`src/rtl/traffic_pkg.sv`:
```
// Shared state encoding, lamp constants and lamp decode for the intersection controller.
`default_nettype none

package traffic_pkg;

    typedef enum logic [2:0] {
        RED_TO_NS = 3'd0,
        NS_GREEN  = 3'd1,
        NS_YELLOW = 3'd2,
        RED_TO_EW = 3'd3,
        EW_GREEN  = 3'd4,
        EW_YELLOW = 3'd5,
        FLASH     = 3'd6
    } state_t;

    localparam logic [2:0] LIGHT_R   = 3'b100;
    localparam logic [2:0] LIGHT_Y   = 3'b010;
    localparam logic [2:0] LIGHT_G   = 3'b001;
    localparam logic [2:0] LIGHT_OFF = 3'b000;

    // Returns {ns_light, ew_light}; flash_off selects the dark half of night flash.
    function automatic logic [5:0] decode_lights(input state_t st, input logic flash_off);
        logic [5:0] l;
        l = {LIGHT_R, LIGHT_R};
        case (st)
            NS_GREEN:  l = {LIGHT_G, LIGHT_R};
            NS_YELLOW: l = {LIGHT_Y, LIGHT_R};
            EW_GREEN:  l = {LIGHT_R, LIGHT_G};
            EW_YELLOW: l = {LIGHT_R, LIGHT_Y};
            FLASH:     l = flash_off ? {LIGHT_OFF, LIGHT_OFF} : {LIGHT_Y, LIGHT_R};
            default:   l = {LIGHT_R, LIGHT_R};
        endcase
        return l;
    endfunction

    function automatic state_t ring_next(input state_t st);
        state_t n;
        case (st)
            RED_TO_NS: n = NS_GREEN;
            NS_GREEN:  n = NS_YELLOW;
            NS_YELLOW: n = RED_TO_EW;
            RED_TO_EW: n = EW_GREEN;
            EW_GREEN:  n = EW_YELLOW;
            default:   n = RED_TO_NS;
        endcase
        return n;
    endfunction

endpackage

`default_nettype wire

```
`src/rtl/phase_timer.sv`:
```
// Loadable down-counter that saturates at zero; load wins over count, hold freezes it.
`default_nettype none

module phase_timer #(
    parameter int             TW        = 6,
    parameter logic [TW-1:0]  RESET_VAL = '0
) (
    input  logic          clk,
    input  logic          reset,
    input  logic          hold,
    input  logic          load,
    input  logic [TW-1:0] load_val,
    input  logic          count,
    output logic          zero,
    output logic [TW-1:0] value
);

    always_ff @(posedge clk or posedge reset) begin
        if (reset) begin
            value <= RESET_VAL;
        end else if (!hold) begin
            if (load) begin
                value <= load_val;
            end else if (count && (value != '0)) begin
                value <= value - 1'b1;
            end
        end
    end

    assign zero = (value == '0);

endmodule

`default_nettype wire

```
`src/rtl/traffic_phase_controller.sv`:
```
// Two-way intersection scheduler: phase ring, pedestrian extension, hold and night flash.
`default_nettype none

module traffic_phase_controller
    import traffic_pkg::*;
#(
    parameter int G_TIME     = 27,
    parameter int Y_TIME     = 3,
    parameter int R_TIME     = 2,
    parameter int PED_EXT    = 10,
    parameter int FLASH_HALF = 8,
    parameter int TW         = 6
) (
    input  logic          clk,
    input  logic          reset,
    input  logic          hold,
    input  logic          night,
    input  logic          ped_req_ns,
    input  logic          ped_req_ew,
    output logic [2:0]    ns_light,
    output logic [2:0]    ew_light,
    output logic          walk_ns,
    output logic          walk_ew,
    output logic [TW-1:0] remain,
    output logic [2:0]    phase
);

    localparam logic [TW-1:0] LOAD_G  = TW'(G_TIME - 1);
    localparam logic [TW-1:0] LOAD_GP = TW'(G_TIME + PED_EXT - 1);
    localparam logic [TW-1:0] LOAD_Y  = TW'(Y_TIME - 1);
    localparam logic [TW-1:0] LOAD_R  = TW'(R_TIME - 1);
    localparam logic [TW-1:0] LOAD_F  = TW'(FLASH_HALF - 1);

    state_t        state, state_n;
    logic          flash_off, flash_off_n;
    logic          latch_ns, latch_ns_n, latch_ew, latch_ew_n;
    logic          walk_ns_n, walk_ew_n;
    logic          load, zero;
    logic [TW-1:0] load_val;
    logic [5:0]    lights_n;

    // In FLASH the phase timer doubles as the half-period counter.
    phase_timer #(
        .TW        (TW),
        .RESET_VAL (LOAD_R)
    ) u_timer (
        .clk      (clk),
        .reset    (reset),
        .hold     (hold),
        .load     (load),
        .load_val (load_val),
        .count    (1'b1),
        .zero     (zero),
        .value    (remain)
    );

    always_comb begin
        state_n     = state;
        flash_off_n = flash_off;
        load        = 1'b0;
        load_val    = LOAD_R;
        latch_ns_n  = latch_ns | ped_req_ns;
        latch_ew_n  = latch_ew | ped_req_ew;
        walk_ns_n   = walk_ns;
        walk_ew_n   = walk_ew;

        if (!hold && zero) begin
            load = 1'b1;
            if (state == FLASH) begin
                if (night) begin
                    flash_off_n = ~flash_off;
                    load_val    = LOAD_F;
                end else begin
                    state_n     = RED_TO_NS;
                    flash_off_n = 1'b0;
                    load_val    = LOAD_R;
                end
            end else if (night) begin
                state_n     = FLASH;
                flash_off_n = 1'b0;
                load_val    = LOAD_F;
            end else begin
                state_n = ring_next(state);
                // A request arriving on the entry cycle is served now and not re-latched.
                case (state_n)
                    NS_GREEN: begin
                        load_val   = (latch_ns | ped_req_ns) ? LOAD_GP : LOAD_G;
                        walk_ns_n  = latch_ns | ped_req_ns;
                        latch_ns_n = 1'b0;
                    end
                    EW_GREEN: begin
                        load_val   = (latch_ew | ped_req_ew) ? LOAD_GP : LOAD_G;
                        walk_ew_n  = latch_ew | ped_req_ew;
                        latch_ew_n = 1'b0;
                    end
                    NS_YELLOW, EW_YELLOW: load_val = LOAD_Y;
                    default:              load_val = LOAD_R;
                endcase
            end
            if (state_n != NS_GREEN) walk_ns_n = 1'b0;
            if (state_n != EW_GREEN) walk_ew_n = 1'b0;
        end

        lights_n = decode_lights(state_n, flash_off_n);
    end

    always_ff @(posedge clk or posedge reset) begin
        if (reset) begin
            state     <= RED_TO_NS;
            flash_off <= 1'b0;
            latch_ns  <= 1'b0;
            latch_ew  <= 1'b0;
            walk_ns   <= 1'b0;
            walk_ew   <= 1'b0;
            ns_light  <= LIGHT_R;
            ew_light  <= LIGHT_R;
        end else begin
            state     <= state_n;
            flash_off <= flash_off_n;
            latch_ns  <= latch_ns_n;
            latch_ew  <= latch_ew_n;
            walk_ns   <= walk_ns_n;
            walk_ew   <= walk_ew_n;
            ns_light  <= lights_n[5:3];
            ew_light  <= lights_n[2:0];
        end
    end

    assign phase = state;

endmodule

`default_nettype wire

```
`config.mk`:
```
export PLATFORM = sky130hd
export DESIGN_NAME = traffic_phase_controller
export DESIGN_NICKNAME = d
export VERILOG_FILES = /design/src/rtl/traffic_pkg.sv /design/src/rtl/phase_timer.sv /design/src/rtl/traffic_phase_controller.sv
export SDC_FILE = /design/constraint.sdc
export NUM_CORES = 1
export LEC_CHECK = 0
export ABC_AREA = 0
export CORE_MARGIN = 1
export CORE_UTILIZATION = 30
export DETAILED_ROUTE_END_ITERATION = 12
export GPL_ROUTABILITY_DRIVEN = 0
export PLACE_DENSITY = 0.52
export SLEW_MARGIN = 0
export SYNTH_ARGS = -nofsm -noshare
export SYNTH_HDL_FRONTEND = slang
export SYNTH_SLANG_ARGS = --single-unit
```
`constraint.sdc`:
```
create_clock -name clk -period 2.9 [get_ports clk]
set_input_delay 0.58 -clock clk [delete_from_list [all_inputs] [get_ports clk]]
set_output_delay 0.58 -clock clk [all_outputs]
set_load 0.02 [all_outputs]
```
; Word-level counts from Yosys, hierarchy flattened
; Cells that the tools add are included.
; Widths: inputs -> output; s select.
[classes]
n_addsub = 1
eq_ne = 20
n_mux = 41
bitwise = 4
reduce_logical = 12
[op_table]
columns = cell, count
row1 = $mux 6, 7
row2 = $pmux 6 s5, 1
row3 = $mux 3, 9
row4 = $eq 3x3->1 const B, 7
row5 = $mux 1, 21
row6 = $pmux 6 s3, 1
row7 = $pmux 3 s5, 1
row8 = $eq 3x2->1 const B, 4
row9 = $eq 3x1->1 const B, 3
row10 = $ne 2x1->1 const B, 4
row11 = $reduce_and 4->1, 2
row12 = $logic_not 6->1, 1
row13 = $reduce_bool 2->1, 3
row14 = $reduce_bool 6->1, 1
row15 = $sub 6x1->6 const B, 1
row16 = $mux 5, 1
row17 = $logic_not 3->1, 1
row18 = $ne 3x1->1 const B, 1
row19 = $ne 3x3->1 const B, 1
row20 = $not 1->1, 2
row21 = $or 1x1->1, 2
row22 = $reduce_and 2->1, 1
row23 = $reduce_or 2->1, 1
row24 = $logic_and 1x1->1, 1
row25 = $logic_not 1->1, 1
[totals]
register_bits = 20
input_bits = 6
output_inout_bits = 17
elab_cells = 87

; Logic depth before layout (Yosys ltp)
; Gate-level depths: netlist of the first run.
[depth]
word_depth = 12
mapped_depth = 8
mapped_depth_nobuf = 7

; Cells and area by module
; From an unflattened synthesis of the first run, not the netlist that was laid out.
[hier_totals]
cells_unflattened = 141
hier_area_um2 = 1203.7
[by_module_without_submodules]
columns = mod, n_inst, cells_each, area_per_inst_um2, seq_area_each_um2
row1 = traffic_phase_controller, 1, 89, 765.7, 352.8
row2 = phase_timer, 1, 52, 437.9, 151.4

; Least setup slack after synthesis of the first run
; OpenSTA, ideal clock, no wires.
[synth_path]
kind = register -> register
from = reg u_timer.value[1]
to = reg ns_light[0]
setup_ns = 0.066
t_arrival_ns = 1.865
required_time_ns = 2.834
setup_slack_ns = 0.970
stages_incl_launch_ff = 8
n_path_buf = 1
period_less_slack_ns = 1.930
cell_sequence = dfrtp_1 inv_1 ha_1 or3b_1 clkbuf_2 o31a_1 and4bb_1 and2_1
[synth_via]
elab_chain_cells = 5
elab_cells_between_ends = 9
classes_between = eq/ne (5) / mux (2) / reduce/logical (2)
[synth_rtl]
columns = item, line
row1 = "start, declared", phase_timer.sv:15  ; output logic [TW-1:0] value
row2 = "start signal, assigned", phase_timer.sv:23  ; value <= load_val;
row3 = "start signal, assigned", phase_timer.sv:25  ; value <= value - 1'b1;
row4 = $logic_not 6->1 *, phase_timer.sv:30  ; assign zero = (value == '0);
row5 = $logic_and 1x1->1 *, traffic_phase_controller.sv:67  ; if (!hold && zero) begin
row6 = $mux 3 *, traffic_phase_controller.sv:67
row7 = $eq 3x3->1 (tied with other cells), traffic_pkg.sv:25  ; case (st)
row8 = $pmux 6 s5 *, traffic_pkg.sv:25
row9 = named net lights_n[3], traffic_phase_controller.sv:40  ; logic [5:0] lights_n;
row10 = "end signal, assigned", traffic_phase_controller.sv:124  ; ns_light <= lights_n[5:3];
row11 = "end, declared", traffic_phase_controller.sv:20  ; output logic [2:0] ns_light,
; Mark *: on every way through the listed nets, which the timed path passes. The rest lies on a longest branch.
; A chain may end at the register's enable or synchronous reset.

; Worst setup path in the final report of the first run
[layout_path]
from = in hold
to = reg ns_light[2]
[layout_via]
elab_chain_cells = 5
elab_cells_between_ends = 9
classes_between = eq/ne (5) / mux (2) / reduce/logical (2)
[layout_rtl]
columns = item, line
row1 = "start, declared", traffic_phase_controller.sv:16  ; input logic hold,
row2 = $logic_not 1->1 *, -
row3 = $logic_and 1x1->1 *, traffic_phase_controller.sv:67
row4 = $mux 3 *, traffic_phase_controller.sv:67
row5 = named net state_n[0], traffic_phase_controller.sv:34  ; state_t state, state_n;
row6 = $eq 3x3->1 (tied with other cells), traffic_pkg.sv:25
row7 = $pmux 6 s5 *, traffic_pkg.sv:25
row8 = named net lights_n[5], traffic_phase_controller.sv:40
; Marks and branches as above.

==> results of run 1 <==
power by group:
group / total [mW] / leakage [nW] / internal, mW / switching [mW]
combinational: 0.827 / 0.315 / 0.391 / 0.435
sequential: 0.545 / 0.242 / 0.399 / 0.145
clock: 0.191 / 0.0228 / 0.0977 / 0.0933
total: 1.56 / 0.580 / 0.888 / 0.674
critical path, delay by kind of cell:
| family | cells | cell delay, ns |
|---|---|---|
| AO/OA/AOI/OAI | 1 | 0.25 |
| buffers and inverters | 1 | 0.58 |
| AND/OR/NAND/NOR | 2 | 0.88 |
| multiplexers | 1 | 0.20 |
synth_stat cells (all sizes together):
library cell,instances
nand2b,2
nor3b,1
and3b,3
nor3,4
mux2i,2
o31ai,2
a22o,2
nand3,3
o21ai,10
o22ai,1
or2,1
ha,2
and2,1
o211ai,1
or3b,2
nand2,9
clkbuf,4
a32oi,3
a32o,1
and4bb,1
a21oi,5
o41ai,2
buf,4
nand3b,3
a22oi,2
or3,4
nand4,1
dfrtp,17
inv,8
nor2,11
o21a,1
o21bai,1
dfstp,3
o31a,1
a211oi,4
nor2b,1
through the flow:
step	hold slack (ns)	util	cells	total power [mW]
after floorplan	0.5032	-	123	1.114
after global placement	0.4678	0.3761	187	1.380
after detailed placement	0.4691	0.3761	187	1.378
after CTS	0.4913	0.3882	191	1.577
after global routing	0.5199	0.3882	191	1.689
final	0.4882	0.3882	191	1.562
metal layers:
metal	up-vias	GRT usage	routed length, microns
li1	488	-	-
met1	487	0.2086	1304
met2	15	0.2053	1213
met3	0	0.02289	82
met4	0	0.04167	0
met5	-	0	0
how the worst min path moves through the flow:
stage | start | end | slack [ns] | depth (start not counted)
2_1_floorplan | latch_ew | latch_ew | 0.50 | 2
3_3_place_gp | walk_ew | walk_ew | 0.47 | 2
3_5_place_dp | walk_ns | walk_ns | 0.47 | 2
4_1_cts | walk_ns | walk_ns | 0.49 | 2
5_1_grt | walk_ns | walk_ns | 0.52 | 2
6_report | walk_ns | walk_ns | 0.49 | 2
registers in the layout, indices dropped and copies added (netlist names):
signal,count
latch_ew,1
latch_ns,1
flash_off,1
u_timer.value,6
ns_light,3
walk_ns,1
ew_light,3
phase,3
walk_ew,1
cells in the final DEF (no fill, tap or decap), types with 2 or more instances in the layout:
cell              n
dfrtp_1          17
inv_1             8
or3b_1            2
and3b_1           2
a21oi_1           5
o41ai_1           2
a211oi_1          3
nand3_1           3
clkbuf_8          3
dfstp_2           3
o21ai_0           9
nor3_1            3
or3_1             3
nand2_1           9
clkdlybuf4s50_1  22
ha_1              2
buf_4             2
nor2_1           11
nand3b_1          3
o31ai_1           2
mux2i_1           2
nand2b_1          2
a32oi_1           3
a22oi_1           2
layout make-up:
cell class,instances,area [sq um]
tap,48,60.06
fill,370,2273
clock buffer,4,45.04
inverter,8,30.03
sequential,20,504.2
timing repair buffer,24,235.2
multi-input combinational,87,568.0
cells by family (layout without fill, tap and decap cells):
| group | Yosys count | in the layout |
|---|---|---|
| AND/OR/NAND/NOR | 47 | 47 |
| AO/OA/AOI/OAI | 36 | 36 |
| flip-flops | 20 | 20 |
| buffers and inverters | 16 | 36 |
| adder cells (fa/ha/maj) | 2 | 2 |
| multiplexers | 2 | 2 |
==> results.cfg, run 1 <==
[yosys]
synth_top_area_share = 0.3613
synth_adder_area_share = 0.02125
ys_seq_elements = 20
yosys-mux-area-fraction = 0.01700
synth-simple-area-share = 0.2317
ys_seq_area_frac = 0.4283
synth.avg_cell_area_sq_um = 9.572
synth_warnings = 0
syn_inst = 123
syn-num-nets = 131
synth-compound-area-share = 0.2125
synth-xor-area-share = 0
ys_types = 45
synth_area_sq_um = 1177
yosys-top-cells-area = dfrtp_1 36%, dfstp_2 6.7%, o21ai_0 3.8%
yosys.area.top_type = dfrtp_1
synth_top_family_by_area = simple AND/OR/NAND/NOR gates

[die]
initial_core_util = 0.3168
coreArea_sq_um = 3716
dieWidth_microns = 64.65
placementRows = 22
die_y_microns = 64.65
fp.dieArea_sq_um = 4179
pin_count = 23

[drt]
wirelength_microns = 2601
detail_route.wl_per_cell_microns = 13.62
ant_nets = 0
viasPerCell = 5.183
drtPass1Iterations = 4
route.detailed.drc = 0
dr.first_iter.drc_count = 19
vias = 990

[global_routing]
grt_pass1_vias = 960
grt_first_pass_wirelength_microns = 4581
grt_usage = 0.1400
grt_max_degree = 21
overflow = 0
antenna_found_initial = 0

[worst_setup_path]
crit_type = primary input to flop
cp_cell_sequence = clkdlybuf4s50_1, or3b_1, nor3_4, a22o_2, mux2i_1
worst_path_largest_cell_delay_ns = 0.58
end_kind = flop
worstRegToRegCells = 6
endpoint = ns_light[2]
worst-r2r-setup-slack_ns = 0.91
cp_slowest_cell = clkdlybuf4s50_1
worst_r2r_endpoint = ns_light[2]
crit_required_ns = 3.08
cp_max_fo = 12
arrival_ns = 2.50
r2r-start = u_timer.value[1]
crit_start = hold
startpoint_type = primary input

[timing]
drv_slew = 0
setup_tns_ns = 0
worst_slew_pin_slew_ns = 0.7783
grt_setup_unrepaired = false
fmax_mhz = 431.0
skew_ns = 0.001680
setup-violations-final = 0
min_period_ns = 2.320
relSlewSlack = 0.4806
hold_viol_final = 0
worst_slack_ns = 0.5799
finalCritPeriodShare = 0.8000

[layout]
n_antenna_cell = 0
design_area_sq_um = 1443
syn_to_final_growth_pct = 22.53
drive_above_1_share = 0.09790
nets = 152

[placed_design]
io_buffers = 22
dp_hpwl_microns = 1913
pre_cts_slack_ns = 0.3078
dpl_cell_area_sq_um = 1398

[pwr]
p_leak_nw = 0.5803
peakVddDrop_mv = 0.3124
power_density_nw_per_um2 = 1083

[cts]
clock-sinks = 20
cts_hold_buf = 0
clk_pin_slew_ns = 0.08
clk_latency_ns = 0.25
post_cts_resized = 0
h-tree-depth = 1
clk_path_buf_depth = 2
cts_made_buffers = 3
cts_tree = built
cts-root-buf = clkbuf_8
cts_post_setup_buffers_inserted = 0

[status]
status = completed

[job]
cap_violations = 0

[hold_path]
hold_class = flop to flop
No activity file was read; power rests on OpenSTA's default activity.
==> run 2, diff against run 1 <==
==> constraint.sdc (replaced) <==
create_clock -name clk -period 2.3 [get_ports clk]
set_input_delay 0.46 -clock clk [delete_from_list [all_inputs] [get_ports clk]]
set_output_delay 0.46 -clock clk [all_outputs]
set_load 0.02 [all_outputs]
==> run 2 against run 1 <==
  * Utilization grew 1.9 points
  * Flip-flop and latch count did not move
  * Combinational power up 28%
  * Cell area grew 4.9%
  * First-iteration DRC count increased to 2.9 times the previous value
  * Global-route usage increased by 0.61 points
  * Routed wire length is 2.3% higher
  * Sequential share of layout area down 1.6 points
  * Critical path type is now flop to primary output
  * Critical endpoint is now phase[0]
  * Largest cell class unchanged
  * Largest power group unchanged
==> results.cfg, run 2 (synthesis gave the netlist of run 1 again) <==
[status]
status = completed

[die]
coreArea_sq_um = 3716
pin_count = 23
initial_core_util = 0.3168
placementRows = 22
fp.dieArea_sq_um = 4179
die_y_microns = 64.65
dieWidth_microns = 64.65

[layout]
drive_above_1_share = 0.1409
fin_cells = 197
layout_commonest_cell = clkdlybuf4s50_1
filler_cell_count = 396
largest_reg_flops = 6
n_antenna_cell = 0
mostFrequentLayoutCells = 22 x clkdlybuf4s50_1, 17 x dfrtp_1, 11 x nor2_1, 9 x nand2_1, 9 x o21ai_0
top_register = u_timer.value
nets = 158
syn_to_final_growth_pct = 28.59

[drt]
drtPass1Iterations = 4
viasPerCell = 5.015
dr.first_iter.drc_count = 55
route.detailed.drc = 0
vias = 988
ant_nets = 0
detail_route.wl_per_cell_microns = 13.51
wirelength_microns = 2661

[worst_setup_path]
critPathBufInv = 1
startpoint_type = flop
worst_path_largest_cell_delay_ns = 0.69
cp_slowest_cell = clkdlybuf4s50_1
end_kind = primary output
crit_type = flop to primary output
crit_family = buffers and inverters
cp_max_fo = 16
crit_required_ns = 1.84
cp_cell_sequence = clkdlybuf4s50_1
arrival_ns = 1.59

[global_routing]
antenna_found_initial = 0
grt_first_pass_wirelength_microns = 4705
grt_pass1_vias = 973
grt_max_degree = 21
grt_usage = 0.1462
overflow = 0

[cts]
clk_path_buf_depth = 2
clock-sinks = 20
h-tree-depth = 1
post_cts_resized = 0
cts_hold_buf = 0
clk_pin_slew_ns = 0.08
cts_post_setup_buffers_inserted = 0
cts_tree = built
cts-root-buf = clkbuf_8
clk_latency_ns = 0.26
cts_made_buffers = 3

[timing]
worst_slew_pin_slew_ns = 0.4637
min_period_ns = 2.048
fmax_mhz = 488.3
hold_viol_final = 0
drv_slew = 0
finalCritPeriodShare = 0.8905
relSlewSlack = 0.6909
skew_ns = 0.001858
setup-violations-final = 0
grt_setup_unrepaired = false
setup_tns_ns = 0

[pwr]
power_density_nw_per_um2 = 1386
p_leak_nw = 0.6228
power_mw = 2.099
peakVddDrop_mv = 0.4535

[placed_design]
post-place-cells = 193
io_buffers = 22
dp_hpwl_microns = 1983

[job]
cap_violations = 0

[hold_path]
hold_class = flop to flop
-- run 2: cell type report --
type	instances	area [sq um]	share of cell area
clock inverter	1	30.03	0.01983
inverter	8	30.03	0.01983
multi-input combinational	87	568.0	0.3752
sequential	20	504.2	0.3331
clock buffer	3	41.29	0.02727
tap	48	60.06	0.03967
timing repair buffer	30	280.3	0.1851
-- run 2: report_power, final --
part / internal, mW / total [mW] / switching [mW]
Combinational: 0.505 / 1.06 / 0.550
Sequential: 0.503 / 0.684 / 0.180
Clock: 0.232 / 0.360 / 0.128
-- run 2: final timing paths --
check	startpoint	slack [ns]	cells after the start	endpoint
max reg2reg	u_timer.value[0]	0.28	7	u_timer.value[2]
min	walk_ns	0.48	2	walk_ns
min reg2reg	walk_ns	0.48	2	walk_ns
max	phase[0]	0.25	1	phase[0]
max in group asynchronous	reset	1.51	3	u_timer.value[0]
min in group asynchronous	reset	0.52	3	ns_light[1]
-- run 2: metrics by stage --
| stage | utilization | hold slack [ns] | setup slack (ns) | cell area (sq um) |
|---|---|---|---|---|
| final | 0.4074 | 0.4832 | 0.2519 | 1514 |
| after global routing | 0.4074 | 0.5044 | 0.1479 | 1514 |
| after CTS | 0.4074 | 0.4924 | 0.2469 | 1514 |
| after detailed placement | 0.3882 | 0.4674 | 0.08244 | 1443 |
| after global placement | 0.3882 | 0.4667 | 0.1239 | 1443 |
| after floorplan | - | 0.4216 | 0.3696 | 1177 |
-- run 2: per-layer routing --
metal / vias up / global-route usage / wire, microns
met3: 4 / 0.02113 / 60
met1: 472 / 0.2120 / 1359
met4: 0 / 0.04167 / 29
li1: 495 / - / -
met5: - / 0 / 0
met2: 17 / 0.2237 / 1211
-- run 2: worst min-delay path, stage by stage (launching register included) --
cell     delay, ns
dfrtp_1       0.35
nand2_1       0.05
o41ai_1       0.05
